**src/rtl/matrix_pkg.sv**
```systemverilog
// Shared widths, ASCII codes, FSM state encoding and decade table for the matrix UART sender.
package matrix_pkg;

    localparam int unsigned ADDR_W  = 9;
    localparam int unsigned DATA_W  = 32;
    localparam int unsigned MAX_DIM = 5;

    localparam logic [7:0] ASCII_0  = 8'h30;
    localparam logic [7:0] ASCII_SP = 8'h20;
    localparam logic [7:0] ASCII_CR = 8'h0D;
    localparam logic [7:0] ASCII_LF = 8'h0A;

    typedef enum logic [3:0] {
        IDLE,
        RD_REQ,
        RD_WAIT,
        CONVERT,
        SEND_DIGIT,
        SEND_SEP,
        SEND_CR,
        SEND_LF,
        DONE
    } state_e;

    // Decade weight for digit position 0 (ten-thousands) .. 4 (units).
    function automatic logic [15:0] pow10(input logic [2:0] place);
        case (place)
            3'd0:    return 16'd10000;
            3'd1:    return 16'd1000;
            3'd2:    return 16'd100;
            3'd3:    return 16'd10;
            default: return 16'd1;
        endcase
    endfunction

endpackage

```
**src/rtl/uart_tx_byte.sv**
```systemverilog
// 8N1 byte serializer; o_ready rises in the last stop-bit cycle so a new byte can follow with no idle gap.
module uart_tx_byte #(
    parameter int unsigned BIT_CYC = 217
) (
    input  logic       clk,
    input  logic       rst,
    input  logic       i_valid,
    input  logic [7:0] i_byte,
    output logic       o_ready,
    output logic       o_tx
);

    localparam int unsigned CNT_W = (BIT_CYC > 1) ? $clog2(BIT_CYC) : 1;
    localparam logic [CNT_W-1:0] CNT_LAST = CNT_W'(BIT_CYC - 1);

    logic             active_q, active_d;
    logic             tx_q;
    logic             ready_q;
    logic [8:0]       sh_q;
    logic [3:0]       bit_q, bit_d;
    logic [CNT_W-1:0] cnt_q, cnt_d;
    logic             accept;

    assign accept  = i_valid && ready_q;
    assign o_ready = ready_q;
    assign o_tx    = tx_q;

    // Bit index 0 is the start bit, 1..8 data, 9 stop.
    always_comb begin
        active_d = active_q;
        bit_d    = bit_q;
        cnt_d    = cnt_q;
        if (accept) begin
            active_d = 1'b1;
            bit_d    = 4'd0;
            cnt_d    = '0;
        end else if (active_q) begin
            if (cnt_q == CNT_LAST) begin
                cnt_d = '0;
                if (bit_q == 4'd9) begin
                    active_d = 1'b0;
                end else begin
                    bit_d = bit_q + 4'd1;
                end
            end else begin
                cnt_d = cnt_q + CNT_W'(1);
            end
        end
    end

    always_ff @(posedge clk) begin
        if (rst) begin
            active_q <= 1'b0;
            tx_q     <= 1'b1;
            ready_q  <= 1'b1;
            sh_q     <= '1;
            bit_q    <= 4'd0;
            cnt_q    <= '0;
        end else begin
            active_q <= active_d;
            bit_q    <= bit_d;
            cnt_q    <= cnt_d;
            ready_q  <= !active_d || (bit_d == 4'd9 && cnt_d == CNT_LAST);
            if (accept) begin
                tx_q <= 1'b0;
                sh_q <= {1'b1, i_byte};
            end else if (active_q && cnt_q == CNT_LAST) begin
                if (bit_q == 4'd9) begin
                    tx_q <= 1'b1;
                end else begin
                    tx_q <= sh_q[0];
                    sh_q <= {1'b1, sh_q[8:1]};
                end
            end
        end
    end

endmodule

```
**src/rtl/matrix_uart_sender.sv**
```systemverilog
// Reads an m x n matrix row-major from storage and prints it over UART as decimal text, one line per row.
module matrix_uart_sender
    import matrix_pkg::*;
#(
    parameter int unsigned CLK_FREQ = 25_000_000,
    parameter int unsigned BAUD     = 115200,
    parameter int unsigned MAX_DIM  = matrix_pkg::MAX_DIM
) (
    input  logic              clk,
    input  logic              rst,
    input  logic              i_start,
    input  logic [ADDR_W-1:0] i_base_addr,
    input  logic [DATA_W-1:0] i_m,
    input  logic [DATA_W-1:0] i_n,
    output logic [ADDR_W-1:0] o_rd_addr,
    input  logic [DATA_W-1:0] i_rd_data,
    output logic              o_uart_tx,
    output logic              o_busy,
    output logic              o_done,
    output logic              o_err
);

    localparam int unsigned BIT_CYC = CLK_FREQ / BAUD;
    localparam int unsigned DIM_W   = $clog2(MAX_DIM + 1);

    state_e            state_q;
    logic [DIM_W-1:0]  m_q, n_q, row_q, col_q;
    logic [15:0]       val_q;
    logic [2:0]        place_q, ndig_q, sidx_q;
    logic [3:0]        cur_q;
    logic              started_q;
    logic [4:0][3:0]   dig_q;
    logic [7:0]        byte_q;
    logic              valid_q;
    logic [ADDR_W-1:0] rd_addr_q;
    logic              busy_q, done_q, err_q;
    logic              tx_ready, accept, last_col, last_row, dims_bad;
    logic              unused_rd_hi;

    assign accept       = valid_q && tx_ready;
    assign last_col     = (col_q == n_q - DIM_W'(1));
    assign last_row     = (row_q == m_q - DIM_W'(1));
    assign dims_bad     = (i_m == '0) || (i_m > DATA_W'(MAX_DIM)) ||
                          (i_n == '0) || (i_n > DATA_W'(MAX_DIM));
    assign unused_rd_hi = ^i_rd_data[DATA_W-1:16];

    assign o_rd_addr = rd_addr_q;
    assign o_busy    = busy_q;
    assign o_done    = done_q;
    assign o_err     = err_q;

    uart_tx_byte #(.BIT_CYC(BIT_CYC)) u_tx (
        .clk     (clk),
        .rst     (rst),
        .i_valid (valid_q),
        .i_byte  (byte_q),
        .o_ready (tx_ready),
        .o_tx    (o_uart_tx)
    );

    // Next element is fetched and converted while the separator / LF is still on the wire.
    always_ff @(posedge clk) begin
        if (rst) begin
            state_q   <= IDLE;
            m_q       <= '0;
            n_q       <= '0;
            row_q     <= '0;
            col_q     <= '0;
            val_q     <= '0;
            place_q   <= '0;
            ndig_q    <= '0;
            sidx_q    <= '0;
            cur_q     <= '0;
            started_q <= 1'b0;
            dig_q     <= '0;
            byte_q    <= '0;
            valid_q   <= 1'b0;
            rd_addr_q <= '0;
            busy_q    <= 1'b0;
            done_q    <= 1'b0;
            err_q     <= 1'b0;
        end else begin
            done_q <= 1'b0;
            err_q  <= 1'b0;
            case (state_q)
                IDLE: begin
                    if (i_start && !done_q) begin
                        if (dims_bad) begin
                            err_q <= 1'b1;
                        end else begin
                            m_q       <= DIM_W'(i_m);
                            n_q       <= DIM_W'(i_n);
                            row_q     <= '0;
                            col_q     <= '0;
                            rd_addr_q <= i_base_addr;
                            busy_q    <= 1'b1;
                            state_q   <= RD_REQ;
                        end
                    end
                end
                RD_REQ: state_q <= RD_WAIT;
                RD_WAIT: begin
                    val_q     <= i_rd_data[15:0];
                    place_q   <= '0;
                    cur_q     <= '0;
                    ndig_q    <= '0;
                    sidx_q    <= '0;
                    started_q <= 1'b0;
                    state_q   <= CONVERT;
                end
                CONVERT: begin
                    if (val_q >= pow10(place_q)) begin
                        val_q <= val_q - pow10(place_q);
                        cur_q <= cur_q + 4'd1;
                    end else begin
                        // Leading zeros are dropped; the units digit is always kept.
                        if (cur_q != 4'd0 || started_q || place_q == 3'd4) begin
                            dig_q[ndig_q] <= cur_q;
                            ndig_q        <= ndig_q + 3'd1;
                            started_q     <= 1'b1;
                        end
                        cur_q <= '0;
                        if (place_q == 3'd4) begin
                            state_q <= SEND_DIGIT;
                        end else begin
                            place_q <= place_q + 3'd1;
                        end
                    end
                end
                SEND_DIGIT: begin
                    if (!valid_q) begin
                        valid_q <= 1'b1;
                        byte_q  <= ASCII_0 + 8'(dig_q[sidx_q]);
                    end else if (accept) begin
                        if (sidx_q + 3'd1 < ndig_q) begin
                            sidx_q <= sidx_q + 3'd1;
                            byte_q <= ASCII_0 + 8'(dig_q[sidx_q + 3'd1]);
                        end else if (last_col) begin
                            byte_q  <= ASCII_CR;
                            state_q <= SEND_CR;
                        end else begin
                            byte_q  <= ASCII_SP;
                            state_q <= SEND_SEP;
                        end
                    end
                end
                SEND_SEP: begin
                    if (accept) begin
                        valid_q   <= 1'b0;
                        col_q     <= col_q + DIM_W'(1);
                        rd_addr_q <= rd_addr_q + ADDR_W'(1);
                        state_q   <= RD_REQ;
                    end
                end
                SEND_CR: begin
                    if (accept) begin
                        byte_q  <= ASCII_LF;
                        state_q <= SEND_LF;
                    end
                end
                SEND_LF: begin
                    if (accept) begin
                        valid_q <= 1'b0;
                        if (last_row) begin
                            state_q <= DONE;
                        end else begin
                            row_q     <= row_q + DIM_W'(1);
                            col_q     <= '0;
                            rd_addr_q <= rd_addr_q + ADDR_W'(1);
                            state_q   <= RD_REQ;
                        end
                    end
                end
                DONE: begin
                    // Serializer reports ready in the final stop-bit cycle of the LF.
                    if (tx_ready) begin
                        busy_q  <= 1'b0;
                        done_q  <= 1'b1;
                        state_q <= IDLE;
                    end
                end
                default: state_q <= IDLE;
            endcase
        end
    end

endmodule

```
**config.mk**
```make
export PLATFORM = sky130hd
export DESIGN_NAME = matrix_uart_sender
export DESIGN_NICKNAME = d
export VERILOG_FILES = /design/src/rtl/matrix_pkg.sv /design/src/rtl/uart_tx_byte.sv /design/src/rtl/matrix_uart_sender.sv
export SDC_FILE = /design/constraint.sdc
export NUM_CORES = 1
export LEC_CHECK = 0
export CAP_MARGIN = 10
export CORE_MARGIN = 5
export CORE_UTILIZATION = 45
export DETAILED_ROUTE_END_ITERATION = 12
export PLACE_DENSITY = 0.7
export SYNTH_ARGS = -nofsm -noshare
export SYNTH_HDL_FRONTEND = slang
export SYNTH_SLANG_ARGS = --single-unit
```
**constraint.sdc**
```tcl
create_clock -name clk -period 4 [get_ports clk]
set_input_delay 1 -clock clk [delete_from_list [all_inputs] [get_ports clk]]
set_output_delay 1 -clock clk [all_outputs]
set_load 0.01 [all_outputs]
```
==> metrics.cfg <==
[run_status]
status=completed

[route]
dr_total_vias=6201
first_iter_violations=338
drc=0
first_pass_iters=5
vias_per_cell=5.75
ant_nets=0
post_drt_wl_per_cell_um=15.2
wirelength_um=16400

[worst_setup_path]
worstPathCellList=inv_1 > ha_1 > o21ai_0 > and3b_1 > ha_1 > inv_1 > fa_1 > nand3_1 > a31oi_1 > o21ai_1 > buf_4 > a31oi_4 > and4_1 > o31a_1
cp-end-kind=flop
slowest_stage=dfxtp_1
slowest_delay_ns=0.43
required_ns=4.25
critical_path_arrival_ns=3.72
critPathMaxFanout=12
critPathKind=flop to flop
cp-start-kind=flop

[power]
powerDensity_nw_per_um2=276
p_total_w=0.00226
ir_drop_mv=0.212
p_leak_nw=3.00

[synthesis]
netlist_top_cells_count=dfxtp_1 (108), nor2_1 (104), nand2_1 (68)
synth_area_um2=6690
netlist.area_leader.share_pct=32.3
synth_nets=950
ys_seq_elements=108
async_flop_share_pct=0
synth_top_area_cell=dfxtp_1
synth_most_common_cell=dfxtp_1
yosys_most_used_dff=dfxtp_1
synth_area_leaders=dfxtp_1 (32%), ha_1 (6.2%), nor2_1 (5.8%)
yosysSeqAreaShare_pct=32.3
ys_types=82
syn_inst=808
yosys_warnings=0
syn_area_per_cell_um2=8.28
synth_edf_count=0

[global_routing]
grt-ovfl-total=0
grt_pass1_vias=5701
grt_use_total_pct=18.5
grt_start_max_net_pins=75
antenna_found_initial=0
grt_pass1_wl_um=27600

[clocking]
cts_tree=yes
root_buffer=clkbuf_16
ctsHoldBuffers=0
cts_made_buffers=9
clk_pin_slew_worst_paths_ns=0.08
cts.repair.resized=0
postCtsSetupBuffers=0
clk_latency_ns=0.36
clkSinkCount=108
htreeDepth=3
cts_buffer_depth=2

[floorplan]
ios=121
rows=44
fp.dieH_um=132
die_w_um=132
die_area_um2=17400
core_area_um2=14500
initial_core_util_pct=46.0

[timing]
layout_setup_ws_ns=0.525
skew_ns=0.0126
rsz0062_at_grt=no
finalCriticalPeriod_ns=3.48
slew_headroom_pct=41.2
period_share_pct=86.9
maxSlewViolCount=0
setup_viol=0
worst_slew_pin_slew_ns=0.882
hold_viol=0
tns_ns=0
fmax_mhz=288

[cells_and_area]
drive_above_1_share_pct=8.04
final_nets=1032
fin_cells=1079
diodes=0
area_growth_syn_to_layout_pct=22.3
utilization_pct=56.3

[run]
cap_violations=0

[place]
placed_cells=1063
place_ws_ns=0.567
portBuffers=104
dp_hpwl_um=12100
place_congestion=0.866

[min_path]
min-delay-path-class=flop to flop

## per-stage QoR
step	hold slack, ns	cell area (um^2)
2_1_floorplan	0.432	6690
3_3_place_gp	0.444	7850
3_5_place_dp	0.453	7850
4_1_cts	0.468	8180
5_1_grt	0.490	8180
6_report	0.462	8180
## worst max-delay path: cells and delay by family, from the launching register on
kind	cells	cell delay (ns)
compound gates	5	1.06
fa+ha+maj	3	0.81
simple gates	3	0.70
flops	1	0.43
buf+inv	3	0.36
## power breakdown
part / total [W] / internal, W / switching (W)
sequential: 0.00109 / 0.00108 / 0.00000962
combinational: 0.000173 / 0.000103 / 0.0000692
clock: 0.000998 / 0.000560 / 0.000438
total: 0.00226 / 0.00174 / 0.000516
## final timing paths
| path | end | cells past startpoint | slack, ns | startpoint |
|---|---|---|---|---|
| max | val_q[14] | 14 | 0.52 | place_q[0] |
| max reg2reg | val_q[14] | 14 | 0.52 | place_q[0] |
| min reg2reg | byte_q[0] | 2 | 0.46 | byte_q[0] |
| min | byte_q[0] | 2 | 0.46 | byte_q[0] |
## cell usage in the layout, fill, tap and decap left out, types with 5 or more instances in the layout
| cell | netlist | routed |
|---|---|---|
| xor2_1 | 14 | 14 |
| nor2_1 | 104 | 104 |
| mux2_2 | 7 | 7 |
| o21ai_0 | 40 | 40 |
| ha_1 | 33 | 33 |
| a31oi_1 | 13 | 13 |
| o21a_1 | 6 | 6 |
| nor2b_1 | 10 | 10 |
| mux4_2 | 6 | 6 |
| and3_1 | 5 | 5 |
| a21oi_1 | 57 | 57 |
| nor4_1 | 22 | 22 |
| clkbuf_16 | 0 | 9 |
| nand2_1 | 68 | 68 |
| nand3_1 | 26 | 26 |
| or3_1 | 10 | 10 |
| nand4_1 | 15 | 15 |
| dfxtp_1 | 108 | 108 |
| clkdlybuf4s50_1 | 0 | 103 |
| nand2b_1 | 6 | 6 |
| nand3b_1 | 9 | 9 |
| nor3_1 | 21 | 21 |
| inv_1 | 30 | 30 |
| xnor2_1 | 7 | 7 |
| buf_4 | 0 | 16 |
| o32ai_1 | 7 | 7 |
| mux2i_1 | 35 | 35 |
| a211oi_1 | 6 | 6 |
## logic make-up (layout without fill, tap and decap cells)
family | after synthesis | in the layout | share of synthesized area [%]
xor gates and xnor gates | 23 | 23 | 3.42
and+or+nand+nor | 324 | 324 | 24.2
buffers and inverters | 80 | 167 | 5.11
adders and majority gates | 34 | 34 | 6.47
muxes | 48 | 48 | 8.44
DFF | 108 | 108 | 32.3
AOI/OAI and AO/OA | 191 | 191 | 20.0
## flip-flops by register name, indices dropped and copies added, names as in the netlist
signal,cells
dig_q,20
val_q,16
o_rd_addr,9
u_tx.cnt_q,8
u_tx.sh_q,8
byte_q,6
cur_q,4
state_q,4
u_tx.bit_q,4
col_q,3
m_q,3
n_q,3
ndig_q,3
place_q,3
row_q,3
sidx_q,3
o_busy,1
o_done,1
o_err,1
started_q,1
u_tx.active_q,1
u_tx.o_ready,1
u_tx.o_tx,1
valid_q,1
## metal layers
layer / vias up / wire (um) / track usage (%)
li1: 3117 / - / -
met1: 2904 / 7730 / 25.7
met2: 158 / 7440 / 29.4
met3: 22 / 911 / 2.90
met4: 0 / 318 / 6.51
met5: - / 0 / 0
## area by class of cell
type	count	area [um^2]
fill	1341	6350
multi-input combinational	620	4180
sequential	108	2160
timing repair buffer	120	1160
tap	184	230
clock buffer	9	225
inverter	31	116
clock inverter	7	106
Power figures use the tool's default switching activity.
